### config.mk
export PLATFORM = sky130hd
export DESIGN_NAME = gcd_sched_flat
export DESIGN_NICKNAME = d
export VERILOG_FILES = /design/src/rtl/gcd_sched_if.sv /design/src/rtl/gcd_sched.sv /design/src/flat_wrapper.sv
export SDC_FILE = /design/constraint.sdc
export NUM_CORES = 1
export LEC_CHECK = 0
export BUFFER_PORTS_ARGS = -buffer_cell sky130_fd_sc_hd__buf_2
export CORE_AREA = 2 2 155 157
export DETAILED_ROUTE_END_ITERATION = 7
export DIE_AREA = 0 0 157 159
export PLACE_DENSITY = 0.62
export REMOVE_ABC_BUFFERS = 1
export SLEW_MARGIN = 20
export SYNTH_ARGS = -nofsm -noshare
export SYNTH_HDL_FRONTEND = slang
export SYNTH_SLANG_ARGS = --single-unit
export TNS_END_PERCENT = 100
### constraint.sdc
create_clock -name clk -period 3.5 [get_ports clk]
set_input_delay 0 -clock clk [delete_from_list [all_inputs] [get_ports clk]]
set_output_delay 0 -clock clk [all_outputs]
set_load 0.02 [all_outputs]
### src/rtl/gcd_sched_if.sv
// gcd_sched_if: request, response and engine channels of the shared-GCD scheduler
interface gcd_sched_if #(parameter int NREQ = 4, parameter int W = 32);
  logic [NREQ-1:0] req_valid, req_ready;
  logic [NREQ*W-1:0] req_a, req_b;
  logic rsp_valid, rsp_ready, rsp_err;
  logic [$clog2(NREQ)-1:0] rsp_id;
  logic [W-1:0] rsp_c, eng_a, eng_b, eng_c;
  logic eng_start, eng_abort, eng_done;
  modport slave (
    input req_valid, req_a, req_b, rsp_ready, eng_done, eng_c,
    output req_ready, rsp_valid, rsp_id, rsp_c, rsp_err, eng_start, eng_a, eng_b, eng_abort
  );
  modport master (
    output req_valid, req_a, req_b, rsp_ready, eng_done, eng_c,
    input req_ready, rsp_valid, rsp_id, rsp_c, rsp_err, eng_start, eng_a, eng_b, eng_abort
  );
endinterface

### src/rtl/gcd_sched.sv
// gcd_sched: round-robin scheduler sharing one iterative GCD engine among NREQ requesters
module gcd_sched #(
  parameter int NREQ    = 4,
  parameter int W       = 32,
  parameter int TIMEOUT = 64
) (
  input logic        clk,
  input logic        reset,
  gcd_sched_if.slave bus
);
  localparam int IW = $clog2(NREQ);
  localparam int CW = $clog2(TIMEOUT + 1);
  typedef enum logic [1:0] {IDLE, ISSUE, WAIT, RESP} state_t;
  state_t state_q, state_d;
  logic [IW-1:0] last_q, last_d, id_q, id_d, gnt_id, idx;
  logic [W-1:0] a_q, a_d, b_q, b_d, c_q, c_d, sel_a, sel_b;
  logic [W-1:0] ra [NREQ];
  logic [W-1:0] rb [NREQ];
  logic [CW-1:0] cnt_q, cnt_d;
  logic err_q, err_d, gnt_ok, byp, tmo;
  for (genvar i = 0; i < NREQ; i++) begin : g_unpack
    assign ra[i] = bus.req_a[i*W +: W];
    assign rb[i] = bus.req_b[i*W +: W];
  end
  // scan downward so the requester closest after last_q is the one left standing
  always_comb begin
    gnt_ok = 1'b0;
    gnt_id = '0;
    idx = '0;
    for (int k = NREQ; k >= 1; k--) begin
      idx = IW'((int'(last_q) + k) % NREQ);
      if (bus.req_valid[idx]) begin
        gnt_ok = 1'b1;
        gnt_id = idx;
      end
    end
  end
  assign sel_a = ra[gnt_id];
  assign sel_b = rb[gnt_id];
  assign byp = sel_a == '0 || sel_b == '0;
  assign tmo = state_q == WAIT && cnt_q == CW'(TIMEOUT - 1);
  always_comb begin
    state_d = state_q;
    last_d = last_q;
    id_d = id_q;
    a_d = a_q;
    b_d = b_q;
    c_d = c_q;
    err_d = err_q;
    cnt_d = cnt_q;
    case (state_q)
      IDLE: if (gnt_ok) begin
        last_d = gnt_id;
        id_d = gnt_id;
        a_d = sel_a;
        b_d = sel_b;
        c_d = byp ? (sel_a | sel_b) : c_q;
        err_d = byp ? 1'b0 : err_q;
        state_d = byp ? RESP : ISSUE;
      end
      ISSUE: begin
        cnt_d = '0;
        state_d = WAIT;
      end
      WAIT: begin
        cnt_d = cnt_q + 1'b1;
        c_d = bus.eng_done ? bus.eng_c : tmo ? '0 : c_q;
        err_d = bus.eng_done ? 1'b0 : tmo ? 1'b1 : err_q;
        state_d = (bus.eng_done || tmo) ? RESP : WAIT;
      end
      default: state_d = bus.rsp_ready ? IDLE : RESP;
    endcase
  end
  always_ff @(posedge clk or negedge reset) begin
    if (!reset) begin
      state_q <= IDLE;
      last_q <= IW'(NREQ - 1);
      id_q <= '0;
      a_q <= '0;
      b_q <= '0;
      c_q <= '0;
      err_q <= 1'b0;
      cnt_q <= '0;
    end else begin
      state_q <= state_d;
      last_q <= last_d;
      id_q <= id_d;
      a_q <= a_d;
      b_q <= b_d;
      c_q <= c_d;
      err_q <= err_d;
      cnt_q <= cnt_d;
    end
  end
  assign bus.req_ready = (reset && state_q == IDLE && gnt_ok) ? NREQ'(1) << gnt_id : '0;
  assign bus.rsp_valid = state_q == RESP;
  assign bus.rsp_id = id_q;
  assign bus.rsp_c = c_q;
  assign bus.rsp_err = err_q;
  assign bus.eng_start = state_q == ISSUE;
  assign bus.eng_abort = tmo && !bus.eng_done;
  assign bus.eng_a = a_q;
  assign bus.eng_b = b_q;
endmodule

### src/flat_wrapper.sv
// flat-port wrapper written by rule: the top's interface ports become plain ports
module gcd_sched_flat 
#(
  parameter int NREQ    = 4,
  parameter int W       = 32,
  parameter int TIMEOUT = 64
)
  (clk, reset, bus_req_valid, bus_req_a, bus_req_b, bus_rsp_ready, bus_eng_done, bus_eng_c, bus_req_ready, bus_rsp_valid, bus_rsp_id, bus_rsp_c, bus_rsp_err, bus_eng_start, bus_eng_a, bus_eng_b, bus_eng_abort);
  gcd_sched_if #(.NREQ(NREQ), .W(W)) bus_i ();
  input logic clk;
  input logic reset;
  input wire logic [$bits(bus_i.req_valid)-1:0] bus_req_valid;
  input wire logic [$bits(bus_i.req_a)-1:0] bus_req_a;
  input wire logic [$bits(bus_i.req_b)-1:0] bus_req_b;
  input wire logic [$bits(bus_i.rsp_ready)-1:0] bus_rsp_ready;
  input wire logic [$bits(bus_i.eng_done)-1:0] bus_eng_done;
  input wire logic [$bits(bus_i.eng_c)-1:0] bus_eng_c;
  output wire logic [$bits(bus_i.req_ready)-1:0] bus_req_ready;
  output wire logic [$bits(bus_i.rsp_valid)-1:0] bus_rsp_valid;
  output wire logic [$bits(bus_i.rsp_id)-1:0] bus_rsp_id;
  output wire logic [$bits(bus_i.rsp_c)-1:0] bus_rsp_c;
  output wire logic [$bits(bus_i.rsp_err)-1:0] bus_rsp_err;
  output wire logic [$bits(bus_i.eng_start)-1:0] bus_eng_start;
  output wire logic [$bits(bus_i.eng_a)-1:0] bus_eng_a;
  output wire logic [$bits(bus_i.eng_b)-1:0] bus_eng_b;
  output wire logic [$bits(bus_i.eng_abort)-1:0] bus_eng_abort;
  assign bus_i.req_valid = bus_req_valid;
  assign bus_i.req_a = bus_req_a;
  assign bus_i.req_b = bus_req_b;
  assign bus_i.rsp_ready = bus_rsp_ready;
  assign bus_i.eng_done = bus_eng_done;
  assign bus_i.eng_c = bus_eng_c;
  assign bus_req_ready = bus_i.req_ready;
  assign bus_rsp_valid = bus_i.rsp_valid;
  assign bus_rsp_id = bus_i.rsp_id;
  assign bus_rsp_c = bus_i.rsp_c;
  assign bus_rsp_err = bus_i.rsp_err;
  assign bus_eng_start = bus_i.eng_start;
  assign bus_eng_a = bus_i.eng_a;
  assign bus_eng_b = bus_i.eng_b;
  assign bus_eng_abort = bus_i.eng_abort;
  gcd_sched #(.NREQ(NREQ), .W(W), .TIMEOUT(TIMEOUT)) u_core (.clk(clk), .reset(reset), .bus(bus_i));
endmodule
==> summary.md <==
| Metric | Value |
|---|---|
| DR WL/cell | `17.7 um` |
| Detail Placement HPWL | `22,600 um` |
| Combinational power share | `0.654` |
| Worst-Margin Slew | `0.839 ns` |
| Synth Area in Simple Gates | `0.249` |
| DR pass1 iterations | `7` |
| WL met2 | `14,000 um` |
| Max clock buf depth | `2` |
| Xor-xnor portion of the synthesized cell area | `0.00119` |
| Sw frac | `0.483` |
| First-pass GRT wire length | `43,600 um` |
| P&R area growth vs syn | `45.3%` |
| Int Power | `4.87 mW` |
| Post-synth ARST share | `1.00` |
| Die X | `157 um` |
| Tcrit/Tclk final | `0.982` |
| Via Count | `7,970` |
| Num CTS Buffers | `9` |
| Post-DRT Antenna Nets | `0` |
| Via density | `4.86` |
| GPL Wtd Cong | `0.919` |
| Post-route setup slack | `0.0618 ns` |
| Crit path largest cell delay | `0.59 ns` |
| Netlist cell types | `37` |
| ANT cells | `0` |
| Critical Path, Cell by Cell | `o21ai_0 -> o211a_4 -> buf_12 -> buf_4 -> mux2i_1 -> mux2i_1 -> nor4_1 -> nand4_1 -> o32ai_2 -> buf_4 -> nor2_4 -> buf_12 -> mux2_4` |
| Hold/Removal Path Class | `input port to flop` |
| # port buffers | `401` |
| Primary FF master, synth | `dfrtp_1` |
| Cell Area, Placed | `9970 sq um` |
| Design area | `10,700 sq um` |
| Power per cell area | `880 nW/um^2` |
| Initial DRC Count | `436` |
| Adder-Cell Fraction of Synth Area | `0.00849` |
| Hold Fails Final Rpt | `0` |
| Post-synth EDFFs | `0` |
| Final setup fails | `0` |
| Mux cell area share after synthesis | `0.256` |
| Min Tclk post-route | `3.44 ns` |
| Met3 WL | `1910 um` |
| Synthesized area per cell | `8.40 sq um` |
| MaxCap Viol Count | `0` |
| Sequential fraction of the synthesis area | `0.374` |
| R2R setup slack | `0.06 ns` |
| Worst endpoint data arrival time | `3.67 ns` |
| Clk sinks | `110` |
| Number of global-route vias before repair | `8,061` |
| Initial Util | `0.318` |
| Core area | `23,200 sq um` |
| Top-area cell type share of the netlist area | `0.367` |
| Switching power | `4.55 mW` |
| Total power draw | `9.42 mW` |
| Max layer used | `met4` |
| Drc violations | `0` |
| Worst vdd ir | `440 uV` |
| Syn Std Cell Area | `7370 sq um` |
| Post-synthesis compound-gate area fraction | `0.0686` |
| CP startpoint kind | `flop` |
| Die height | `159 um` |
| Register bit total from synthesis | `110` |
| Largest family of logic cells by synthesized area | `multiplexers` |
| Worst-path clk slew | `0.07 ns` |
| Max transition margin | `0.440` |
| Place WS | `-0.179 ns` |
| Critical path class | `flop to flop` |
| Row cnt | `56` |
| WL final | `29,000 um` |
| Gate Count Post-Synth | `877` |
| H-tree depth | `3` |
| Core Util, Final | `0.462` |
| Max FO, Critical Path | `16` |
| Lkg Pwr | `5.85 nW` |
| Clock share of power | `0.108` |
| Final Slew Violations | `0` |
| CP Capture Type | `flop` |
| Gr ovfl total | `0` |
| Largest cells by area after synthesis | `dfrtp_1, mux2i_1, nand2_1` |
| Outcome | `finished, final reports clean` |
| CTS root buffer | `clkbuf_16` |
| Max stage delay cell, worst path | `dfstp_2` |
| Total GRT Usage | `0.225` |
| Clock Skews | `0.00796 ns` |
| WHS | `0.0112 ns` |
| Num ports | `402` |
| Met1 Routed Length | `12,400 um` |
| Share of cells above drive strength 1 | `0.398` |
| Nets | `1,617` |
| Clk_lat worst skew | `0.35 ns` |
| Seq pwr share | `0.237` |
| Synth warn | `0` |
| Die area | `25,000 sq um` |
| Cell taking the most area after synthesis | `dfrtp_1` |
| Critical Path RT | `3.73 ns` |
| Largest net degree at the start of global routing | `71` |
| Fmax | `291 MHz` |
| CTS tree | `built` |
| Number of antenna violations at the first check in global routing | `0` |
registers in the layout, indices dropped and copies added (netlist names):
name / count
u_core.state_q: 2
u_core.cnt_q: 7
u_core.bus.rsp_err: 1
u_core.last_q: 2
u_core.bus.rsp_id: 2
u_core.bus.rsp_c: 32
u_core.bus.eng_b: 32
u_core.bus.eng_a: 32
critical path, delay by kind of cell, from the launching register on:
kind / cells / cell delay, ns
mux: 3 / 0.66
compound gates: 3 / 0.73
flops: 1 / 0.59
buf+inv: 4 / 0.64
simple gates: 3 / 0.68
final timing paths:
check / start / to / cells past startpoint
min: bus_eng_c[1] / u_core.bus.rsp_c[1] / 4
min reg2reg: u_core.bus.eng_a[3] / u_core.bus.eng_a[3] / 2
min in group asynchronous: reset / u_core.bus.eng_a[14] / 2
max: u_core.last_q[1] / u_core.bus.rsp_c[21] / 13
max in group asynchronous: reset / u_core.last_q[1] / 3
max reg2reg: u_core.last_q[1] / u_core.bus.rsp_c[21] / 13
power groups by stage:
stage | clock [mW] | combinational, mW | sequential [mW]
after floorplan | 0 | 3.22 | 2.93
after global placement | 0 | 5.92 | 2.25
after detailed placement | 0 | 6.00 | 2.25
after CTS | 1.05 | 6.06 | 2.23
after global routing | 1.09 | 6.72 | 2.32
final | 1.02 | 6.17 | 2.24
cell usage in the layout (no fill, tap or decap), types with 5 or more instances in the layout:
cell type      count
and3_1            22
clkbuf_16          9
nand3_1           14
o21ai_0           45
buf_2            400
nor2_1            21
nor3_1            12
inv_1              6
buf_4             43
ha_1               5
buf_12             9
nor4_1            17
a31oi_1           18
dfrtp_1          108
nor4_2             5
nand2_1          327
a21oi_1            9
mux2i_1          136
dlygate4sd3_1     29
mux2i_2            5
mux2_4            30
timing repair:
| action | 4_1_cts | 5_1_grt |
|---|---|---|
| gates resized for setup | 4 | 16 |
| pin swaps | 1 | 4 |
| setup buffers | 1 | 7 |
| endpoints found under the setup margin | 34 | 34 |
| hold buffers | 29 | 0 |
| hold endpoints to repair | 82 | 0 |
cell type report:
class / instances / area, sq um
flip-flops and latches: 110 / 2760
repair buffers: 484 / 2850
multi-input cells: 705 / 4400
well taps: 319 / 399
inverters: 6 / 22.5
clock inverters: 7 / 56.3
clock buffers: 9 / 225
fillers: 2341 / 12500
synthesized netlist by cell type, drive strengths merged, types with 2 or more instances:
library cell,number
a31oi,18
o211ai,4
mux2,32
o21ai,46
a21oi,9
and3,22
dfstp,2
and2,2
nand2b,3
nor2,22
mux2i,141
nand4,3
nor4,23
nor3,13
o22ai,3
nand3,14
buf,28
inv,6
a211oi,2
nor2b,4
nand2,328
ha,5
or3,2
dfrtp,108
o211a,2
clkbuf,28
metrics by stage:
step                setup TNS, ns  cells
floorplan                 -206.23    821
CTS                             0   1633
global route               -0.304   1640
global placement            -5.70   1587
detailed placement          -5.03   1587
finish                          0   1640
per-layer routing:
layer,up-vias,global-route usage
met3,38,0.0408
met2,303,0.389
met1,3745,0.282
li1,3884,-
met4,0,0.0701
met5,-,0
cells by family (layout without fill, tap and decap cells):
logic type | Yosys count | in the layout
AND/OR/NAND/NOR | 438 | 438
XOR/XNOR | 1 | 1
multiplexers | 173 | 173
AO/OA/AOI/OAI | 88 | 88
adder cells (fa/ha/maj) | 5 | 5
flip-flops | 110 | 110
buffers and inverters | 62 | 506
Power figures use the tool's default switching activity.
